[src/rtl/seq_booth_multiplier.sv]
// -----------------------------------------------------------------------------
// seq_booth_multiplier
//
// Iterative radix-4 Booth multiplier. It retires one Booth digit per clock.
// Operands are two's complement or unsigned, chosen per operation.
// Latency from the accepting start edge to the done pulse is WIDTH/2+2 cycles.
//
// Parameters:
//   WIDTH        operand width in bits (even, >= 4), default 32
//
// Ports:
//   clk          rising-edge clock
//   rst          asynchronous reset, active-high
//   start        request pulse, accepted only in IDLE
//   signed_mode  1 = two's complement operands, 0 = unsigned (sampled with start)
//   A, B         multiplicand / multiplier (sampled with start)
//   acc          (SEQ_MULT_ACCUMULATE_EN only) 1 = add the product into z
//   busy         high while digits are being retired (CALC)
//   done         one-cycle pulse, z holds a new result
//   z            2*WIDTH-bit result, held until the next result or reset
//
// Optional feature macro: SEQ_MULT_ACCUMULATE_EN adds the acc input and
// accumulate-into-z behaviour. The default build omits the acc port.
// -----------------------------------------------------------------------------
module seq_booth_multiplier #(
  parameter int WIDTH = 32
) (
  input  logic                 clk,
  input  logic                 rst,
  input  logic                 start,
  input  logic                 signed_mode,
  input  logic [WIDTH-1:0]     A,
  input  logic [WIDTH-1:0]     B,
`ifdef SEQ_MULT_ACCUMULATE_EN
  input  logic                 acc,
`endif
  output logic                 busy,
  output logic                 done,
  output logic [2*WIDTH-1:0]   z
);

  // Extended operand width. Two extra bits hold +-2M without overflow and let
  // an unsigned operand be seen as a positive signed value.
  localparam int EW = WIDTH + 2;
  // Product register: 2*EW bits plus the Booth guard bit at index 0.
  localparam int PW = 2 * EW + 1;
  // Number of Booth digits.
  localparam int N  = EW / 2;
  localparam int CW = $clog2(N);

  typedef enum logic [1:0] {
    ST_IDLE,
    ST_CALC,
    ST_DONE
  } state_e;

  state_e               state_q, state_d;
  logic [CW-1:0]        cnt_q,   cnt_d;
  logic [PW-1:0]        p_q,     p_d;
  logic [EW-1:0]        m_q,     m_d;
  logic [2*WIDTH-1:0]   z_q,     z_d;
`ifdef SEQ_MULT_ACCUMULATE_EN
  logic                 acc_q,   acc_d;
`endif

  // Operand extension for the operation about to be accepted.
  logic [EW-1:0] a_ext, b_ext;
  assign a_ext = signed_mode ? {{2{A[WIDTH-1]}}, A} : {2'b00, A};
  assign b_ext = signed_mode ? {{2{B[WIDTH-1]}}, B} : {2'b00, B};

  // One Booth step: decode {P[1:0], guard}, add the digit into the upper
  // half of P, then arithmetic-shift the whole register right by two.
  logic [EW-1:0]      m2;
  logic [EW-1:0]      addend;
  logic [EW-1:0]      sum;
  logic [PW-1:0]      p_added;
  logic [PW-1:0]      p_step;
  logic [2*WIDTH-1:0] product;

  assign m2 = {m_q[EW-2:0], 1'b0};

  // NOTE: every signal written in an always_comb gets a value on every path
  // (here via the default arm); a missing branch would infer a latch.
  always_comb begin
    case (p_q[2:0])
      3'b001, 3'b010: addend = m_q;
      3'b011:         addend = m2;
      3'b100:         addend = '0 - m2;
      3'b101, 3'b110: addend = '0 - m_q;
      default:        addend = '0;
    endcase
  end

  assign sum     = p_q[PW-1:EW+1] + addend;
  assign p_added = {sum, p_q[EW:0]};
  assign p_step  = {{2{p_added[PW-1]}}, p_added[PW-1:2]};
  // After N steps P has shifted by EW bits. The product sits above the guard.
  assign product = p_step[2*WIDTH:1];

  always_comb begin
    state_d = state_q;
    cnt_d   = cnt_q;
    p_d     = p_q;
    m_d     = m_q;
    z_d     = z_q;
`ifdef SEQ_MULT_ACCUMULATE_EN
    acc_d   = acc_q;
`endif
    case (state_q)
      ST_IDLE: begin
        if (start) begin
          m_d     = a_ext;
          p_d     = {{EW{1'b0}}, b_ext, 1'b0};
          cnt_d   = '0;
`ifdef SEQ_MULT_ACCUMULATE_EN
          acc_d   = acc;
`endif
          state_d = ST_CALC;
        end
      end
      ST_CALC: begin
        p_d   = p_step;
        cnt_d = cnt_q + CW'(1);
        if (cnt_q == CW'(N - 1)) begin
          state_d = ST_DONE;
`ifdef SEQ_MULT_ACCUMULATE_EN
          z_d = acc_q ? (z_q + product) : product;
`else
          z_d = product;
`endif
        end
      end
      ST_DONE: state_d = ST_IDLE;
      default: state_d = ST_IDLE;
    endcase
  end

  // NOTE: sequential state uses non-blocking assignments only, so every flop
  // samples the pre-edge value of the combinational next-state logic.
  always_ff @(posedge clk or posedge rst) begin
    if (rst) begin
      state_q <= ST_IDLE;
      cnt_q   <= '0;
      p_q     <= '0;
      m_q     <= '0;
      z_q     <= '0;
`ifdef SEQ_MULT_ACCUMULATE_EN
      acc_q   <= 1'b0;
`endif
    end else begin
      state_q <= state_d;
      cnt_q   <= cnt_d;
      p_q     <= p_d;
      m_q     <= m_d;
      z_q     <= z_d;
`ifdef SEQ_MULT_ACCUMULATE_EN
      acc_q   <= acc_d;
`endif
    end
  end

  assign busy = (state_q == ST_CALC);
  assign done = (state_q == ST_DONE);
  assign z    = z_q;

endmodule

[config.mk]
export PLATFORM = sky130hd
export DESIGN_NAME = seq_booth_multiplier
export DESIGN_NICKNAME = d
export VERILOG_FILES = /design/src/rtl/seq_booth_multiplier.sv
export SDC_FILE = /design/constraint.sdc
export NUM_CORES = 1
export LEC_CHECK = 0
export CAP_MARGIN = 10
export CORE_MARGIN = 2
export CORE_UTILIZATION = 35
export DETAILED_ROUTE_END_ITERATION = 8
export HOLD_SLACK_MARGIN = 0.05
export REMOVE_ABC_BUFFERS = 1
export SETUP_SLACK_MARGIN = 0.3
export SLEW_MARGIN = 0
export SYNTH_ARGS = -nofsm -noshare
export SYNTH_HDL_FRONTEND = slang
export SYNTH_SLANG_ARGS = --single-unit
[constraint.sdc]
create_clock -name clk -period 7.1 [get_ports clk]
set_input_delay 2.13 -clock clk [delete_from_list [all_inputs] [get_ports clk]]
set_output_delay 2.13 -clock clk [all_outputs]
set_load 0.01 [all_outputs]
==> results_dict.tcl <==
set metrics [dict create \
    final.period_utilization_pct 75.5 \
    synth-edff-count 0 \
    total_power_mw 7.30 \
    critPathCaptureType "flop" \
    postRouteAntennaNets 0 \
    timing.critical_path.arrival_ps 5690 \
    drv.max_cap_violation_count 0 \
    num_vias 9574 \
    clk-insertion-delay-late_ps 440 \
    final.min_clock_period_ps 5360 \
    final_max_slew_violation_count 0 \
    most-common-layout-cells "sky130_fd_sc_hd__nand2_1, sky130_fd_sc_hd__dfrtp_1, sky130_fd_sc_hd__clkdlybuf4s50_1" \
    cts.sink_count 171 \
    place_hpwl_um 21100 \
    cts_tree "yes" \
    routed_via_density 5.45 \
    die_height_um 178 \
    drt_wirelength_um 30700 \
    number_of_antenna_violations_at_the_first_check_in_global_routing 0 \
    min_path_type "reg -> reg" \
    cts.reportedPaths.clkPinSlew_ps 80 \
    critical_path_peak_fanout 6 \
    reg2reg_from "m_q[1]$_DFFE_PP0P_" \
    fp.dieW_um 178 \
    hold_path_stages 2 \
    max_freq_ghz 0.187 \
    drtIter0Drc 903 \
    timing_worst_slew_pin_value_ps 946 \
    fp-row-count 63 \
    timing.critical_path.from_type "flop" \
    wl_per_cell_um 17.4 \
    power.ir.vdd_worst_v 0.000277 \
    grt_pass1_vias 9160 \
    asyncSetResetFlopFracSynth_pct 100 \
    setup_tns_ps 0 \
    longest_clk_path_bufs 2 \
    number_of_ports_placed_on_the_die_boundary 134 \
    synth_warnings 0 \
    netlist_area_um2 10500 \
    cts_root_buffer "sky130_fd_sc_hd__clkbuf_16" \
    placed_cell_area_um2 12200 \
    finish.instance_area_um2 12800 \
    h-tree-depth 4 \
    grt_setup_unrepaired "no" \
    flop_and_latch_count_out_of_synthesis 171 \
    share_of_post_route_cells_with_drive_strength_above_1_pct 6.00 \
    hold_viol 0 \
    r2r_cells 20 \
    cts_hold_repair.buffers 0 \
    grt_max_degree 72 \
    filler_cell_count 2945 \
    cts-buffers-inserted 17 \
    syn-instance-count 1272 \
    timing.critical_path.required_ps 7430 \
    r2r-end "z[63]$_DFFE_PP0P_" \
    remaining_drc_errors 0 \
    overflow 0 \
    worstHoldEndpoint "z[21]$_DFFE_PP0P_" \
    numPortBuffers 133 \
    grtUsageTotal_pct 19.6 \
    final_weighted_congestion_in_routability_driven_placement 0.945 \
    nNetsFinal 1459 \
    syn_to_layout_area_delta_pct 21.5 \
    hold_path.startpoint "z[21]$_DFFE_PP0P_" \
    largest_clock_skew_in_the_final_design_ps 13.1 \
    power.leakage_nw 5.61 \
    cts-resized-gates 0 \
    timing.setup.critical_path_class "reg -> reg" \
    drt_pre_antenna_iters 6 \
    mostFrequentLayoutCell "sky130_fd_sc_hd__nand2_1" \
    setup_viol 0 \
    floorplan.initialDensity_pct 35.6 \
    powerDensity_nw_per_um2 570 \
    synth.avg_cell_area_um2 8.29 \
    outcome "complete, no violations" \
    grt_first_pass_wirelength_um 49100 \
    synth-main-ff-cell "sky130_fd_sc_hd__dfrtp_1" \
    synth_sequential_area_ratio_pct 40.6 \
    design.core.area_um2 29600 \
    max-slew-margin-rel_pct 36.8 \
    synth.distinct_cells 66 \
    setup.reg_to_reg.worst_slack_ps 1740 \
    cts.repair_timing.setup_buffer_count 0 \
    die_area_um2 31500 \
]
[per-stage QoR]
step / cells / utilization, % / hold WS, ps / worst slack, ps
3_3_place_gp: 1725 / 41.1 / 458 / 1930
6_report: 1758 / 43.2 / 476 / 1740
3_5_place_dp: 1725 / 41.1 / 461 / 1810
5_1_grt: 1757 / 43.2 / 489 / 1330
4_1_cts: 1757 / 43.2 / 482 / 1790
2_1_floorplan: 1184 / - / 449 / 338
[layout make-up]
cell class                 instances  area [µm²]  share of cell area [%]
clock buffer                      17         425                    3.32
tap                              390         488                    3.81
antenna                            1        2.50                  0.0195
clock inverter                    15         198                    1.54
timing repair buffer             151        1470                    11.4
multi-input combinational        989        5860                    45.7
sequential                       171        4280                    33.4
inverter                          24        95.1                   0.742
[per-layer routing]
layer / GRT usage (%) / wire length, µm / vias up
met4: 4.58 / 347 / 0
met3: 3.26 / 2120 / 26
met5: 0 / 0 / -
li1: - / - / 4646
met2: 30.7 / 13600 / 356
met1: 28.3 / 14600 / 4546
[state kept, by name, indices dropped and copies added (netlist names)]
name     flops
p_q         67
z           64
m_q         33
cnt_q        5
state_q      2
[where the power goes]
part	leakage, nW	switching, mW	internal, mW	total [mW]
registers	2.11	0.461	1.47	1.93
logic	3.20	2.45	1.94	4.39
clock network	0.302	0.476	0.510	0.987
total	5.61	3.39	3.92	7.30
[synthesized netlist by cell type, types with 3 or more instances]
cell type | number | area share [%]
sky130_fd_sc_hd__a211oi_1 | 5 | 0.36
sky130_fd_sc_hd__a21boi_0 | 5 | 0.36
sky130_fd_sc_hd__a21o_1 | 11 | 0.78
sky130_fd_sc_hd__a21oi_1 | 74 | 3.5
sky130_fd_sc_hd__a221o_1 | 3 | 0.28
sky130_fd_sc_hd__a221oi_1 | 6 | 0.50
sky130_fd_sc_hd__a22o_1 | 22 | 1.8
sky130_fd_sc_hd__a22oi_1 | 40 | 2.8
sky130_fd_sc_hd__a31oi_1 | 11 | 0.65
sky130_fd_sc_hd__and2_1 | 7 | 0.42
sky130_fd_sc_hd__and3_1 | 9 | 0.53
sky130_fd_sc_hd__buf_1 | 9 | 0.32
sky130_fd_sc_hd__clkbuf_1 | 77 | 2.7
sky130_fd_sc_hd__dfrtp_1 | 171 | 41
sky130_fd_sc_hd__ha_1 | 36 | 4.3
sky130_fd_sc_hd__inv_1 | 24 | 0.85
sky130_fd_sc_hd__mux2_2 | 10 | 1.1
sky130_fd_sc_hd__mux2i_1 | 11 | 1.0
sky130_fd_sc_hd__nand2_1 | 312 | 11
sky130_fd_sc_hd__nand2b_1 | 22 | 1.3
sky130_fd_sc_hd__nand3_1 | 16 | 0.76
sky130_fd_sc_hd__nand3b_1 | 3 | 0.21
sky130_fd_sc_hd__nand4_1 | 6 | 0.36
sky130_fd_sc_hd__nor2_1 | 53 | 1.9
sky130_fd_sc_hd__nor2b_1 | 39 | 2.3
sky130_fd_sc_hd__nor3_1 | 18 | 0.85
sky130_fd_sc_hd__nor4_1 | 7 | 0.42
sky130_fd_sc_hd__o211ai_1 | 4 | 0.28
sky130_fd_sc_hd__o21a_1 | 9 | 0.64
sky130_fd_sc_hd__o21ai_0 | 107 | 5.1
sky130_fd_sc_hd__o21bai_1 | 6 | 0.43
sky130_fd_sc_hd__o221ai_1 | 8 | 0.66
sky130_fd_sc_hd__o22ai_1 | 11 | 0.65
sky130_fd_sc_hd__o311ai_0 | 7 | 0.58
sky130_fd_sc_hd__o31ai_1 | 6 | 0.43
sky130_fd_sc_hd__or2_2 | 5 | 0.30
sky130_fd_sc_hd__or3_1 | 4 | 0.24
sky130_fd_sc_hd__or4_1 | 3 | 0.21
sky130_fd_sc_hd__xnor2_1 | 39 | 3.2
sky130_fd_sc_hd__xor2_1 | 20 | 1.7
[critical path, cell delays in order (launching register included)]
cell,delay (ps)
sky130_fd_sc_hd__dfrtp_1,410
sky130_fd_sc_hd__inv_1,100
sky130_fd_sc_hd__ha_1,210
sky130_fd_sc_hd__or3b_1,460
sky130_fd_sc_hd__nor4_1,370
sky130_fd_sc_hd__and2_1,210
sky130_fd_sc_hd__nand2_1,100
sky130_fd_sc_hd__nor3_1,200
sky130_fd_sc_hd__xor2_1,210
sky130_fd_sc_hd__mux2i_1,90
sky130_fd_sc_hd__mux4_1,510
sky130_fd_sc_hd__ha_1,390
sky130_fd_sc_hd__nand2_1,60
sky130_fd_sc_hd__o21ai_0,360
sky130_fd_sc_hd__nor2_1,80
sky130_fd_sc_hd__and3_1,210
sky130_fd_sc_hd__o21ai_0,380
sky130_fd_sc_hd__nand3b_1,170
sky130_fd_sc_hd__a21boi_0,400
sky130_fd_sc_hd__mux2i_1,230
sky130_fd_sc_hd__o21ai_0,90
[worst max path at each step]
stage               cells after the start                from  slack [ps]                   end
global route                           20  m_q[1]$_DFFE_PP0P_        1330     z[63]$_DFFE_PP0P_
CTS                                    20  m_q[1]$_DFFE_PP0P_        1790   p_q[67]$_DFFE_PP0P_
detailed placement                     20  m_q[0]$_DFFE_PP0P_        1810   p_q[65]$_DFFE_PP0P_
finish                                 20  m_q[1]$_DFFE_PP0P_        1740     z[63]$_DFFE_PP0P_
global placement                       17  m_q[0]$_DFFE_PP0P_        1930   p_q[67]$_DFFE_PP0P_
floorplan                               1                 rst         340  cnt_q[0]$_DFFE_PP0P_
[cells by family (layout without fill, tap and decap cells)]
kind of cell / Yosys count / in the layout / share of synthesized area, %
AO/OA/AOI/OAI: 355 / 355 / 21.6
other: 0 / 1 / 0
adder cells (fa/ha/maj): 37 / 37 / 4.46
buffers and inverters: 112 / 207 / 4.01
AND/OR/NAND/NOR: 516 / 516 / 22.1
XOR/XNOR: 59 / 59 / 4.90
flip-flops: 171 / 171 / 40.6
multiplexers: 22 / 22 / 2.36
No activity file was read; power rests on OpenSTA's default activity.
